===== src/rtl/tag_mem_responder.sv =====
// Responder end of the tagged memory request/response interface: queues tagged
// reads, answers them in order after a fixed minimum latency, and flags tag reuse.
module tag_mem_responder #(
   parameter int addr_width  = 64,
   parameter int data_width  = 1024,
   parameter int tag         = 256,
   parameter int tag_width   = $clog2(tag),
   parameter int latency     = 4,
   parameter int depth       = 8,
   parameter int depth_width = $clog2(depth + 1)
) (
   input  logic                   clk,
   input  logic                   reset,
   input  logic                   i_req_v,
   output logic                   i_req_r,
   input  logic [addr_width-1:0]  i_req_ea,
   input  logic [tag_width-1:0]   i_req_tag,
   output logic                   o_rsp_v,
   input  logic                   o_rsp_r,
   output logic [tag_width-1:0]   o_rsp_tag,
   output logic [data_width-1:0]  o_rsp_data,
   output logic [depth_width-1:0] o_cnt,
   output logic                   o_err
);

   localparam int ptr_width = (depth > 1) ? $clog2(depth) : 1;
   localparam int cd_width  = (latency > 1) ? $clog2(latency) : 1;
   localparam int slices    = data_width / addr_width;

   localparam logic [depth_width-1:0] full_cnt = depth_width'(depth);
   localparam logic [ptr_width-1:0]   last_ptr = ptr_width'(depth - 1);
   localparam logic [cd_width-1:0]    cd_init  = cd_width'(latency - 1);

   logic [ptr_width-1:0]   wr_ptr_q, wr_ptr_d;
   logic [ptr_width-1:0]   rd_ptr_q, rd_ptr_d;
   logic [depth_width-1:0] cnt_q, cnt_d;
   logic [cd_width-1:0]    cd_q [depth];
   logic [cd_width-1:0]    cd_d [depth];
   logic [tag-1:0]         inflight_q, inflight_d;
   logic                   err_q, err_d;

   logic [addr_width-1:0]  ea_q  [depth];
   logic [tag_width-1:0]   tag_q [depth];

   logic full;
   logic empty;
   logic accept;
   logic pop;
   logic dup;

   // Handshake: a transfer happens on a rising edge where valid and ready are
   // both high. Ready/valid depend only on registered state and reset, never on
   // the partner's valid/ready.
   assign full    = (cnt_q == full_cnt);
   assign empty   = (cnt_q == '0);
   assign i_req_r = reset & ~full;
   assign o_rsp_v = reset & ~empty & (cd_q[rd_ptr_q] == '0);
   assign accept  = i_req_v & i_req_r;
   assign pop     = o_rsp_v & o_rsp_r;

   assign o_rsp_tag = tag_q[rd_ptr_q];
   assign o_cnt     = cnt_q;
   assign o_err     = err_q;

   always_comb begin
      o_rsp_data = '0;
      for (int k = 0; k < slices; k++) begin
         o_rsp_data[k*addr_width +: addr_width] = ea_q[rd_ptr_q] + addr_width'(k);
      end
   end

   always_comb begin
      wr_ptr_d = wr_ptr_q;
      if (accept) begin
         wr_ptr_d = (wr_ptr_q == last_ptr) ? '0 : wr_ptr_q + ptr_width'(1);
      end
      rd_ptr_d = rd_ptr_q;
      if (pop) begin
         rd_ptr_d = (rd_ptr_q == last_ptr) ? '0 : rd_ptr_q + ptr_width'(1);
      end
   end

   always_comb begin
      cnt_d = cnt_q;
      case ({accept, pop})
         2'b10:   cnt_d = cnt_q + depth_width'(1);
         2'b01:   cnt_d = cnt_q - depth_width'(1);
         default: cnt_d = cnt_q;
      endcase
   end

   // Idle slots also count down; they are reloaded on accept, so this is harmless.
   always_comb begin
      for (int i = 0; i < depth; i++) begin
         cd_d[i] = (cd_q[i] != '0) ? cd_q[i] - cd_width'(1) : '0;
      end
      if (accept) begin
         cd_d[wr_ptr_q] = cd_init;
      end
   end

   // Clear-then-set ordering lets a tag be retired and reissued in the same cycle.
   always_comb begin
      inflight_d = inflight_q;
      if (pop) begin
         inflight_d[o_rsp_tag] = 1'b0;
      end
      if (accept) begin
         inflight_d[i_req_tag] = 1'b1;
      end
      dup   = accept & inflight_q[i_req_tag] & ~(pop & (o_rsp_tag == i_req_tag));
      err_d = err_q | dup;
   end

   always_ff @(posedge clk) begin
      if (!reset) begin
         wr_ptr_q   <= '0;
         rd_ptr_q   <= '0;
         cnt_q      <= '0;
         inflight_q <= '0;
         err_q      <= 1'b0;
         for (int i = 0; i < depth; i++) begin
            cd_q[i] <= '0;
         end
      end else begin
         wr_ptr_q   <= wr_ptr_d;
         rd_ptr_q   <= rd_ptr_d;
         cnt_q      <= cnt_d;
         inflight_q <= inflight_d;
         err_q      <= err_d;
         for (int i = 0; i < depth; i++) begin
            cd_q[i] <= cd_d[i];
         end
      end
   end

   // Payload storage needs no reset: a slot is only read after it has been written.
   always_ff @(posedge clk) begin
      if (accept) begin
         ea_q[wr_ptr_q]  <= i_req_ea;
         tag_q[wr_ptr_q] <= i_req_tag;
      end
   end

endmodule


===== config.mk =====
export PLATFORM = sky130hd
export DESIGN_NAME = tag_mem_responder
export DESIGN_NICKNAME = d
export VERILOG_FILES = /design/src/rtl/tag_mem_responder.sv
export SDC_FILE = /design/constraint.sdc
export NUM_CORES = 2
export LEC_CHECK = 0
export BUFFER_PORTS_ARGS = -buffer_cell sky130_fd_sc_hd__buf_2
export CORE_AREA = 2 2 431 433
export CTS_CLUSTER_SIZE = 14
export DETAILED_ROUTE_END_ITERATION = 6
export DIE_AREA = 0 0 433 435
export PLACE_DENSITY = 0.51
export SYNTH_ARGS = -nofsm -noshare
export SYNTH_HDL_FRONTEND = slang
export SYNTH_SLANG_ARGS = --single-unit

===== constraint.sdc =====
create_clock -name clk -period 8.7 [get_ports clk]
set_input_delay 0.87 -clock clk [delete_from_list [all_inputs] [get_ports clk]]
set_output_delay 0.87 -clock clk [all_outputs]
set_load 0.005 [all_outputs]

### Yosys cells after proc, flatten, opt, wreduce, memory -nomap -nowiden

Memories as Yosys holds them, arrays and structs flattened. A register that Yosys moved wholly into a read port is not among the register bits.
Cells that the tools add are included.
W data, S select, Z words.

| word-level totals | value |
|---|---|
| memories | 3 |
| memory bits (writable) | 592 |
| register bits after elaboration | 267 |
| word-level logic and storage cells | 126 |

Memories:

| name | depth | bits a word | rd ports | clocked after memory_dff | write ports | line | text |
|---|---|---|---|---|---|---|---|
| ea_q | 8 | 64 | 1 | 1 | 1 | 42 | `logic [addr_width-1:0] ea_q [depth];` |
| tag_q | 8 | 8 | 1 | 1 | 1 | 43 | `logic [tag_width-1:0] tag_q [depth];` |
| cd_q | 8 | 2 | 9 | 1 | 8 | 37 | `logic [cd_width-1:0] cd_q [depth];` |

| operators by class | value |
|---|---|
| multiplexer cells | 40 |
| equality and inequality tests | 6 |
| order comparisons | 6 |
| reduce and logical (&&, ||, !) cells | 14 |
| add/subtract/negate cells | 27 |
| bitwise gates (word level) | 25 |

Operators with widths:

| kind | count |
|---|---|
| $add A64 B4 Y64 const B | 8 |
| $mux W256 | 2 |
| $add A64 B3 Y64 const B | 4 |
| $and A256 B256 Y256 | 1 |
| $not A256 Y256 | 1 |
| $or A256 B256 Y256 | 1 |
| $add A64 B2 Y64 const B | 2 |
| $add A64 B1 Y64 const B | 1 |
| $mux W2 | 17 |
| $mux W3 | 8 |
| $lt A8 B9 Y1 const B | 2 |
| $reduce_bool A2 Y1 | 9 |
| $demux W1 S8 | 2 |
| $ge A8 B1 Y1 const B | 2 |
| $mux W16 | 1 |
| $or A16 B16 Y16 | 1 |
| $sub A2 B1 Y2 const B | 8 |
| $or A1 B1 Y1 | 9 |
| $and A1 B1 Y1 | 8 |
| $bmux W1 S8 | 1 |
| $eq A8 B8 Y1 | 1 |
| $pmux W4 S2 | 1 |
| $mux W1 | 7 |
| $add A3 B1 Y3 const B | 2 |
| 14 further kinds | 19 |

### Longest topological paths before layout

| depth | value |
|---|---|
| depth in word-level cells | 9 |
| mapped depth | 20 |
| depth with buffers taken out | 11 |

### Least setup slack after synthesis

OpenSTA, ideal clock, no wires.

| timing path | value |
|---|---|
| kind | input to register |
| start point | input port reset |
| end point | memory ea_q[2][0], enable pin |
| setup slack | 759 ps |
| setup time | 595 ps |
| cell stages on the path | 8 |
| arrival | 7345 ps |
| cell sequence | clkbuf_1 -> a21boi_0 -> and2_1 -> clkbuf_1 -> inv_1 -> clkbuf_1 -> clkbuf_1 -> nor3_1 |

| between the ends | value |
|---|---|
| cells in the longest elaborated chain, start to end | 4 |

RTL lines:

| element | line | text |
|---|---|---|
| start, declared | 13 | `input logic reset,` |
| $and A1 B1 Y1 | 56 | `assign i_req_r = reset & ~full;` |
| named net i_req_r | 15 | `output logic i_req_r,` |
| $and A1 B1 Y1 | 58 | `assign accept = i_req_v & i_req_r;` |
| $mux W1 | 139 | `if (accept) begin` |
| $mux W1 (implied by the code) | 140 | `ea_q[wr_ptr_q] <= i_req_ea;` |
| end, declared | 42 |  |

The timed path passes the listed nets, and every way through them passes these cells.

==> flow_summary.toml <==
[clock_tree]
path_clk_slew_ps = 50
root_buffer = "clkbuf_16"
cts_resized = 0
cts.sinks = 862
post_cts_buffers = 0
numCtsBuffers = 93
ctsHoldBuffers = 0
htree_levels = 3
cts_max_path_buffers = 3
clk_latency_ps = 680
cts_tree = "yes"

[pwr]
p_leak_nw = 20.7
p_per_area_nw_per_um2 = 170
vdd_drop_max_mv = 0.142
p_total_mw = 10.8

[yosys]
synth.ff_latch_count = 862
synth.distinct_cells = 87
ys_seq_area_share_pct = 44.6
synth_area_leaders = "edfxtp_1 34%, xnor2_1 15%, dfxtp_1 11%"
netlist_top_cells_count = "883 x xnor2_1, 576 x edfxtp_1, 569 x nand2_1, 339 x nor2_1, 286 x dfxtp_1"
synth_edf_count = 576
ys.flop_type = "edfxtp_1"
syn_nets = 4974
synth_top_area_cell = "edfxtp_1"
synth-async-reset-ratio_pct = 0
avgSynthCellArea_um2 = 10.6
post-synth-top-area-fraction_pct = 33.5
synth_area_um2 = 51600
yosysMostFrequentCell = "xnor2_1"
synth_cells = 4874
ys_warn_count = 0

[setup_path]
critPathKind = "flop to output port"
slowest_delay_ps = 1020
end_kind = "output port"
crit_slowest_cell = "nor2_2"
arrival_ps = 7410
crit_path_max_fanout = 42
worstSetupStartpointType = "flop"
crit_required_ps = 7830
path_cells = "buf_4 > mux4_2 > mux2i_2 > a211oi_4 > nand2_1 > nor2_2 > nand3_1 > xnor2_1 > buf_2"

[global_route]
overflow = 0
antenna_found_initial = 87
grt_pass1_wl_mm = 421
grt_use_total_pct = 33.2
grt_pass1_vias = 43700
grt_max_degree = 124

[run_status]
outcome = "complete, no violations"

[die]
num_rows = 158
die_h_um = 435
start_util_pct = 28.0
die_area_um2 = 188000
boundaryPins = 1115
die_x_um = 433
core_um2 = 184000

[timing]
setup_violations = 0
slew_viol_final = 0
rsz0062_at_grt = "no"
max_clock_freq_mhz = 121
finalCritPeriodShare_pct = 95.2
period_needed_ps = 8280
fin_skew_ps = 27.7
final.setup.tns_ps = 0
worst_pin_slew_ps = 1460
max_slew_margin_pct = 2.15
finalHoldViolCount = 0

[routing]
routed_wl_mm = 325
route.detailed.wl_per_inst_um = 38.3
drc_errors = 0
vias = 46800
antenna_left = 0
drtIter0Drc = 5629
viasPerCell = 5.52
drt_pass1_iterations = 7

[final_layout]
seq_area_um2 = 23000
synthToLayoutAreaGrowth_pct = 23.0
multiInputGateArea_um2 = 26700
finish.instance_area_um2 = 63500
fillers = 18900
drive_gt1_share_pct = 31.4
fin_nets = 5984

[job]
maxCapViolCount = 0

[placed_design]
gp_congestion = 1.04
dp_hpwl_mm = 250
dpl-instance-area_um2 = 60400
portBuffers = 1114

[worst_hold_path]
min_path_type = "flop to flop"
## cells in the final DEF, fill, tap and decap left out, types with 21 or more instances in the layout
master and n:
nor2b_1 30, or2_2 22, a21boi_0 227, clkbuf_16 95, edfxtp_1 576, nor3_2 26
inv_2 33, nand3b_1 27, nand2b_1 21, a22oi_1 54, dfxtp_1 283, nand3_1 190
nor3_1 127, ha_1 24, clkinv_1 30, a21oi_1 72, nand4_1 89, nand2_1 569
xnor2_1 883, mux4_2 194, buf_2 1112, buf_4 207, o21ai_0 270, inv_1 49
clkbuf_1 23, diode_2 34, nor2_1 327, mux2i_4 33, mux2i_1 22
## worst max-delay path: cells and delay by family (launching register included)
kind | cells | cell delay, ps
simple gates | 3 | 2360
xor+xnor | 1 | 1020
flops | 1 | 970
buf+inv | 2 | 880
compound gates | 1 | 720
mux | 2 | 710
## final timing paths
| check | from | end | slack [ps] | cells past startpoint |
|---|---|---|---|---|
| max | flop | o_rsp_data[998] | 420 | 9 |
| min | o_err | o_err | 460 | 2 |
| max reg2reg | flop | inflight_q[144] | 3670 | 7 |
| min reg2reg | o_err | o_err | 460 | 2 |
## sequential cells by signal (all words and copies together) (netlist names), named ones only
signal and cells:
rd_ptr_q 3, o_cnt 4, wr_ptr_q 3, cd_q 16, o_err 1, inflight_q 256, ea_q 512, tag_q 64
## routing by layer
metal / vias up / global-route usage [%] / routed length (um)
li1: 19300 / - / -
met1: 24000 / 41.3 / 126000
met2: 2808 / 50.7 / 143000
met3: 704 / 8.84 / 30300
met4: 22 / 21.0 / 25000
met5: - / 0.179 / 178
## where the power goes
| part | total [mW] | internal, mW | switching (mW) |
|---|---|---|---|
| clock network | 3.90 | 2.21 | 1.68 |
| registers | 4.43 | 4.40 | 0.0224 |
| logic | 2.45 | 0.762 | 1.69 |
| total | 10.8 | 7.38 | 3.39 |
## final cells by class
type / instances / share of cell area (%)
Antenna cell: 34 / 0.134
Clock buffer: 127 / 4.08
Clock inverter: 46 / 0.674
Inverter: 92 / 0.546
Multi-Input combinational cell: 3514 / 42.1
Sequential cell: 862 / 36.3
Tap cell: 2480 / 4.89
Timing Repair Buffer: 1321 / 11.3
## kinds of logic (layout without fill, tap and decap cells)
kind of cell    count (synthesis)  count (layout)  synth area share, %
simple gates                 1582            1582                 14.7
xor+xnor                      899             899                 15.3
flops                         862             862                 44.6
compound gates                723             723                 9.15
buf+inv                       498            1586                 4.80
mux                           286             286                 10.9
fa+ha+maj                      24              24                0.582
other cells                     0              34                    0
## per-stage QoR
stage / util (%) / std cells / hold slack, ps / setup WS [ps]
6_report: 34.5 / 8476 / 458 / 419
5_1_grt: 34.5 / 8461 / 432 / 58.4
4_1_cts: 34.4 / 8442 / 421 / 469
3_5_place_dp: 32.8 / 8269 / 451 / 1220
3_3_place_gp: 32.8 / 8269 / 439 / 1310
2_1_floorplan: - / 4874 / 448 / 759
(Power assumes the default switching activity.)
